File: src/rtl/elevador_pkg.sv
// Shared elevator definitions: default button count and the bit index
// of every call/car button in the button vectors.
package elevador_pkg;

  localparam int N_BOTONES_DEF = 10;

  // Hall calls (floor + direction) followed by car buttons
  localparam int BTN_P1_ARRIBA = 0;
  localparam int BTN_P2_ARRIBA = 1;
  localparam int BTN_P2_ABAJO  = 2;
  localparam int BTN_P3_ARRIBA = 3;
  localparam int BTN_P3_ABAJO  = 4;
  localparam int BTN_P4_ABAJO  = 5;
  localparam int BTN_P1_CABINA = 6;
  localparam int BTN_P2_CABINA = 7;
  localparam int BTN_P3_CABINA = 8;
  localparam int BTN_P4_CABINA = 9;

  // Width of a saturating/terminal counter able to hold the value n
  function automatic int ancho_contador(input int n);
    return $clog2(n) + 1;
  endfunction

endpackage

File: src/rtl/antirrebote_canal.sv
// Single button channel: 2-flop synchronizer, debounce counter with a
// stable-state bit, registered level and press pulse.
// Optional stuck-button detection is enabled by defining STUCK_DETECT_EN.
module antirrebote_canal
  import elevador_pkg::*;
#(
  parameter int DEBOUNCE_CYCLES = 16,
  parameter int STUCK_CYCLES    = 1024
) (
  input  logic clk,
  input  logic rst_n,
  input  logic boton_raw,
  output logic boton,
  output logic pulso,
  output logic atascado
);

  localparam int CW = ancho_contador(DEBOUNCE_CYCLES);
  localparam logic [CW-1:0] CNT_MAX = CW'(DEBOUNCE_CYCLES - 1);

  logic          sync1_r;
  logic          sync2_r;
  logic          estable_r;
  logic [CW-1:0] cnt_r;
  logic          boton_r;
  logic          pulso_r;
  logic          boton_nxt_s;

  // Bring the asynchronous raw level into the clk domain
  always_ff @(posedge clk or negedge rst_n) begin
    if (!rst_n) begin
      sync1_r <= 1'b0;
      sync2_r <= 1'b0;
    end else begin
      sync1_r <= boton_raw;
      sync2_r <= sync1_r;
    end
  end

  // Accept a new level only after it differs from the stable state for DEBOUNCE_CYCLES cycles
  always_ff @(posedge clk or negedge rst_n) begin
    if (!rst_n) begin
      estable_r <= 1'b0;
      cnt_r     <= '0;
    end else if (sync2_r == estable_r) begin
      cnt_r <= '0;
    end else if (cnt_r == CNT_MAX) begin
      estable_r <= sync2_r;
      cnt_r     <= '0;
    end else begin
      cnt_r <= cnt_r + CW'(1);
    end
  end

`ifdef STUCK_DETECT_EN
  localparam int HW = ancho_contador(STUCK_CYCLES);
  localparam logic [HW-1:0] HELD_MAX = HW'(STUCK_CYCLES);
  localparam logic [HW-1:0] HELD_PRE = HW'(STUCK_CYCLES - 1);

  logic [HW-1:0] held_r;
  logic          atascado_r;

  // Count held cycles; flag the channel once the count saturates, clear on release
  always_ff @(posedge clk or negedge rst_n) begin
    if (!rst_n) begin
      held_r     <= '0;
      atascado_r <= 1'b0;
    end else if (!estable_r) begin
      held_r     <= '0;
      atascado_r <= 1'b0;
    end else if (held_r != HELD_MAX) begin
      held_r     <= held_r + HW'(1);
      atascado_r <= atascado_r | (held_r == HELD_PRE);
    end else begin
      atascado_r <= 1'b1;
    end
  end

  // A stuck button is masked out of the debounced level
  always_comb begin
    boton_nxt_s = estable_r & ~atascado_r;
  end

  assign atascado = atascado_r;
`else
  // Debounced level follows the stable state directly
  always_comb begin
    boton_nxt_s = estable_r;
  end

  assign atascado = 1'b0;
`endif

  // Registered level and one-cycle pulse on its rising edge only
  always_ff @(posedge clk or negedge rst_n) begin
    if (!rst_n) begin
      boton_r <= 1'b0;
      pulso_r <= 1'b0;
    end else begin
      boton_r <= boton_nxt_s;
      pulso_r <= boton_nxt_s & ~boton_r;
    end
  end

  assign boton = boton_r;
  assign pulso = pulso_r;

endmodule

File: src/rtl/botones_antirrebote.sv
// Debouncer for the elevator button bank: one independent channel per
// button. Define STUCK_DETECT_EN to enable per-channel stuck detection.
module botones_antirrebote
  import elevador_pkg::*;
#(
  parameter int N_BOTONES       = N_BOTONES_DEF,
  parameter int DEBOUNCE_CYCLES = 16,
  parameter int STUCK_CYCLES    = 1024
) (
  input  logic                 clk,
  input  logic                 rst_n,
  input  logic [N_BOTONES-1:0] botones_raw,
  output logic [N_BOTONES-1:0] botones,
  output logic [N_BOTONES-1:0] pulso,
  output logic [N_BOTONES-1:0] atascado
);

  for (genvar i = 0; i < N_BOTONES; i++) begin : g_canal
    antirrebote_canal #(
      .DEBOUNCE_CYCLES (DEBOUNCE_CYCLES),
      .STUCK_CYCLES    (STUCK_CYCLES)
    ) u_canal (
      .clk       (clk),
      .rst_n     (rst_n),
      .boton_raw (botones_raw[i]),
      .boton     (botones[i]),
      .pulso     (pulso[i]),
      .atascado  (atascado[i])
    );
  end

endmodule

File: config.mk
export PLATFORM = sky130hd
export DESIGN_NAME = botones_antirrebote
export DESIGN_NICKNAME = d
export VERILOG_FILES = /design/src/rtl/elevador_pkg.sv /design/src/rtl/antirrebote_canal.sv /design/src/rtl/botones_antirrebote.sv
export SDC_FILE = /design/constraint.sdc
export NUM_CORES = 1
export LEC_CHECK = 0
export BUFFER_PORTS_ARGS = -buffer_cell sky130_fd_sc_hd__buf_2
export CAP_MARGIN = 0
export CORE_MARGIN = 1.5
export CORE_UTILIZATION = 57
export CTS_CLUSTER_DIAMETER = 80
export DETAILED_ROUTE_END_ITERATION = 12
export PLACE_DENSITY = 0.78
export SYNTH_ARGS = -nofsm -noshare
export SYNTH_HDL_FRONTEND = slang
export SYNTH_SLANG_ARGS = --single-unit
File: constraint.sdc
create_clock -name clk -period 1.5 [get_ports clk]
set_clock_uncertainty 0.05 [all_clocks]
set_input_delay 0.3 -clock clk [delete_from_list [all_inputs] [get_ports clk]]
set_output_delay 0.3 -clock clk [all_outputs]
set_load 0.05 [all_outputs]
==> results.toml, run 1 <==
[place]
gp_congestion = 0.723
dpl.hpwl_mm = 3.52
dpl_cell_area_mm2 = 0.00387
io_buffers = 31

[setup_path]
crit_fanout = 2
cp-start-kind = "flop"
crit_family = "flip-flops"
cp.required_ns = 1.15
arrival_ns = 1.01
path_buf_inv = 1
cp_slowest_cell = "dfrtp_1"
critPathKind = "reg -> out"
end_kind = "primary output"
crit_chain = "buf_2"
cpPeakStageDelay_ns = 0.37
rrSetupSlack_ns = 0.16

[global_route]
antenna_found_initial = 0
grt-ovfl-total = 0
grt_util_all_layers_pct = 17.0
grt_max_degree = 37
grt_first_pass_wirelength_mm = 9.12
grt_pass1_vias = 2110

[synth]
ys_warn_count = 0
synth_area_leaders = "dfrtp_1 66%, xor2_1 7.0%, buf_4 6.0%, nor2_1 3.7%, ha_1 3.3%"
synth.distinct_cells = 14
yosysSeqAreaShare_pct = 66.5
synthCells = 288
yosys.area.top_type = "dfrtp_1"
ys_ff_latch = 100
netlist.area_leader.share_pct = 66.5
synth.avg_cell_area_um2 = 13.1
netlist_area_mm2 = 0.00376

[sta]
setup-tns-final_ns = 0
slew_viol_final = 0
finalHoldViolCount = 0
period_needed_ns = 1.36
rsz0062_at_grt = "false"
timing.final.crit_share_pct = 90.7
fmax_mhz = 735
setup_viol = 0

[drt]
vias_per_cell = 4.95
dr.pass1.iters = 4
ant_nets = 0
wirelength_mm = 5.11
drt_iter0_drc = 75
routedWlPerCell_um = 12.6
routed-via-count = 2003
route.detailed.drc = 0

[clocking]
cts_max_level = 3
numCtsBuffers = 9
cts_setup_buffers = 0
clock-sinks = 100
worstSkewPairLatency_ns = 0.38
ctsResizeCount = 0
clk_pin_slew_ns = 0.10
holdBufCountCts = 11
root_buffer = "clkbuf_8"
clk_path_buf_depth = 2
tritoncts = "built"

[floorplanning]
rows = 29
coreArea_mm2 = 0.00635
die_x_um = 84.3
pin_count = 42
dieArea_mm2 = 0.00710
die_h_um = 84.3
start_util_pct = 59.3

[power]
leakagePower_nw = 2.31
ir_worst_vdd_v = 0.000567
finalPower_w = 0.00478
power_per_cell_area_mw_per_mm2 = 1150

[final_layout]
area_growth_pct = 10.9
final_nets = 345
layout-drive-gt1-share_pct = 15.9
antenna_cells = 0
final_common_cell = "dfrtp_1"
layout_common_cells = "100 x dfrtp_1, 37 x nor2_1, 30 x xor2_1, 30 x buf_2, 18 x nand3_1"
final_area_mm2 = 0.00418

[worst_hold_path]
hold_path_class = "in -> async"

[run]
maxCapViolations = 0

[outcome]
status = "finished clean"
-- Yosys cell counts --
cell	number
dfrtp_1	100
nor2_1	37
buf_4	30
xor2_1	30
nand3_1	18
and2_1	13
and3_1	10
ha_1	10
mux2_1	10
nor2b_1	10
o21ai_1	10
inv_1	7
nand3_2	2
conb_1	1
-- path summary, 6_finish.rpt --
check,start,to,depth (start not counted)
worst min register to register,g_canal[0].u_canal.sync1_r,g_canal[0].u_canal.sync2_r,0
worst max-delay path,g_canal[2].u_canal.boton,botones[2],1
min in group clk,g_canal[0].u_canal.sync1_r,g_canal[0].u_canal.sync2_r,0
worst max register to register,g_canal[0].u_canal.cnt_r[1],g_canal[0].u_canal.boton_nxt_s,4
worst min-delay path,rst_n,g_canal[2].u_canal.cnt_r[4],2
max in group asynchronous,rst_n,g_canal[0].u_canal.sync1_r,3
-- flip-flops by register name, indices dropped and copies added, names as in the netlist --
register / flops
g_canal.u_canal.pulso: 10
g_canal.u_canal.boton: 10
g_canal.u_canal.cnt_r: 50
g_canal.u_canal.sync2_r: 10
g_canal.u_canal.boton_nxt_s: 10
g_canal.u_canal.sync1_r: 10
-- stage by stage --
stage	setup slack [ns]	utilization, %	instances	hold slack, ns
3_3_place_gp	0.229	61.0	378	0.150
2_1_floorplan	0.288	-	297	-0.0456
5_1_grt	0.0553	65.8	405	0.292
6_report	0.140	65.8	405	0.282
3_5_place_dp	0.189	61.0	378	0.151
4_1_cts	0.115	65.8	405	0.275
-- logic make-up (layout without fill, tap and decap cells) --
group | after synthesis | count (layout) | synth area share [%]
AOI/OAI and AO/OA | 10 | 10 | 1.33
xor gates and xnor gates | 30 | 30 | 6.98
adders and majority gates | 10 | 10 | 3.32
buffers and inverters | 37 | 68 | 6.68
DFF | 100 | 100 | 66.5
muxes | 10 | 10 | 2.99
other | 1 | 10 | 0.0996
and+or+nand+nor | 90 | 90 | 12.1
-- final cells by class --
type / count / area (µm²)
flip-flops and latches: 100 / 2500
inverters: 7 / 26.3
multi-input cells: 160 / 1040
clock buffers: 9 / 124
repair buffers: 45 / 315
fillers: 478 / 2170
clock inverters: 7 / 67.6
well taps: 77 / 96.3
-- layer usage --
metal / routed length [µm] / track usage, % / share of wire, % / up-vias
met3: 257 / 7.28 / 5.0 / 13
met5: 0 / 0 / 0 / -
met4: 119 / 7.15 / 2.3 / 0
met1: 2090 / 18.3 / 41 / 987
met2: 2650 / 29.4 / 52 / 39
li1: - / - / - / 964
-- power breakdown --
part	switching (W)	internal, W
clock	0.000984	0.000648
sequential	0.0000627	0.00279
combinational	0.000189	0.000110
Note: power is estimated with default switching activity, not from simulation.
==> run 2, diff against run 1 <==
--- a/config.mk
+++ b/config.mk
@@ -6,12 +6,10 @@
 export NUM_CORES = 1
 export LEC_CHECK = 0
 export BUFFER_PORTS_ARGS = -buffer_cell sky130_fd_sc_hd__buf_2
-export CAP_MARGIN = 0
 export CORE_MARGIN = 1.5
-export CORE_UTILIZATION = 57
+export CORE_UTILIZATION = 40
 export CTS_CLUSTER_DIAMETER = 80
 export DETAILED_ROUTE_END_ITERATION = 12
-export PLACE_DENSITY = 0.78
 export SYNTH_ARGS = -nofsm -noshare
 export SYNTH_HDL_FRONTEND = slang
 export SYNTH_SLANG_ARGS = --single-unit
==> run 2 against run 1 <==
  * Via count decreased by 3.3%
  * Die area increased by 41%
  * Non-clock buffer count decreased by 2
  * Clock-buffer cell count increased by 4
  * Global-route usage decreased by 6.4 points
  * Critical path type unchanged
  * Largest cell class unchanged
==> results.toml, run 2 (synthesis results as in run 1) <==
[clocking]
numCtsBuffers = 9
worstSkewPairLatency_ns = 0.35
cts_setup_buffers = 0
ctsResizeCount = 0
clk_pin_slew_ns = 0.09
root_buffer = "clkbuf_8"
cts_max_level = 3
clock-sinks = 100
tritoncts = "built"
holdBufCountCts = 10
clk_path_buf_depth = 2

[floorplanning]
pin_count = 42
dieArea_mm2 = 0.0100
rows = 35
start_util_pct = 40.9
die_x_um = 100
coreArea_mm2 = 0.00920
die_h_um = 100

[drt]
routedWlPerCell_um = 10.5
route.detailed.drc = 0
wirelength_mm = 4.61
routed-via-count = 1937
dr.pass1.iters = 4
ant_nets = 0
vias_per_cell = 4.43
drt_iter0_drc = 60

[setup_path]
critPathKind = "reg -> out"
rrSetupSlack_ns = 0.20
crit_chain = "buf_2"
arrival_ns = 0.99
end_kind = "primary output"
r2r-start = "g_canal[7].u_canal.cnt_r[0]"
path_buf_inv = 1
cp.required_ns = 1.15
ff2ff_path_depth = 4
cp-start-kind = "flop"
cp_slowest_cell = "dfrtp_1"
r2r-end = "g_canal[7].u_canal.boton_nxt_s"
crit_family = "flip-flops"
crit_fanout = 2
cpPeakStageDelay_ns = 0.37

[final_layout]
layout_common_cells = "100 x dfrtp_1, 37 x nor2_1, 30 x xor2_1, 30 x buf_2, 18 x nand3_1"
final_nets = 343
largest_reg_flops = 50
area_growth_pct = 11.8
layout-drive-gt1-share_pct = 15.3
final_common_cell = "dfrtp_1"
regMostFlops = "g_canal.u_canal.cnt_r"
antenna_cells = 0

[power]
power_per_cell_area_mw_per_mm2 = 1160
ir_worst_vdd_v = 0.000437
leakagePower_nw = 2.31

[global_route]
grt_util_all_layers_pct = 10.6
grt_pass1_vias = 1851
antenna_found_initial = 0
grt-ovfl-total = 0
grt_max_degree = 71
grt_first_pass_wirelength_mm = 8.23

[sta]
timing.final.crit_share_pct = 89.3
period_needed_ns = 1.34
fmax_mhz = 746
setup_viol = 0
fin_ws_ns = 0.160
setup-tns-final_ns = 0
slew_viol_final = 0
rsz0062_at_grt = "false"
finalHoldViolCount = 0

[run]
maxCapViolations = 0

[worst_hold_path]
hold_path_class = "in -> reg"
holdPathStages = 1
min_from = "botones_raw[1]"
hold_path_end = "g_canal[1].u_canal.sync1_r"

[place]
dpl.hpwl_mm = 3.07
gp_congestion = 0.703
io_buffers = 31
place_ws_ns = 0.183

[outcome]
status = "finished clean"
run 2: metal layers:
layer	share of wire (%)	track usage [%]	vias up
met5	0	0	-
met4	2.5	6.83	0
met2	44	14.9	31
met1	50	14.7	937
li1	-	-	960
met3	3.3	2.79	9
run 2: report_power, final:
| part | switching (W) | internal (W) | leakage, nW |
|---|---|---|---|
| Combinational | 0.000181 | 0.000101 | 0.875 |
| Clock | 0.000842 | 0.000910 | 0.110 |
| Sequential | 0.0000602 | 0.00279 | 1.33 |
run 2: layout make-up:
type,count,area [µm²]
fillers,836,4990
flip-flops and latches,100,2500
multi-input cells,160,1040
repair buffers,43,285
clock buffers,13,169
well taps,111,139
clock inverters,3,43.8
inverters,7,26.3
run 2: worst max path at each step:
stage,start,endpoint,slack [ns],depth (start not counted)
global route,g_canal[6].u_canal.boton,botones[6],0.11,1
detailed placement,g_canal[7].u_canal.cnt_r[0],g_canal[7].u_canal.boton_nxt_s,0.18,4
CTS,g_canal[6].u_canal.boton,botones[6],0.13,1
floorplan,g_canal[1].u_canal.cnt_r[0],g_canal[1].u_canal.boton_nxt_s,0.29,4
global placement,g_canal[2].u_canal.cnt_r[0],g_canal[2].u_canal.boton_nxt_s,0.22,4
finish,g_canal[6].u_canal.boton,botones[6],0.16,1
run 2: per-stage QoR:
stage | power [W] | instance area [µm²] | utilization (%) | instances | hold slack, ns
2_1_floorplan | 0.00308 | 3800 | - | 297 | -0.0456
3_3_place_gp | 0.00316 | 3900 | 42.4 | 411 | 0.282
3_5_place_dp | 0.00317 | 3900 | 42.4 | 411 | 0.286
4_1_cts | 0.00498 | 4210 | 45.8 | 437 | 0.00183
5_1_grt | 0.00512 | 4210 | 45.8 | 437 | 0.00486
6_report | 0.00488 | 4210 | 45.8 | 437 | 0.0193
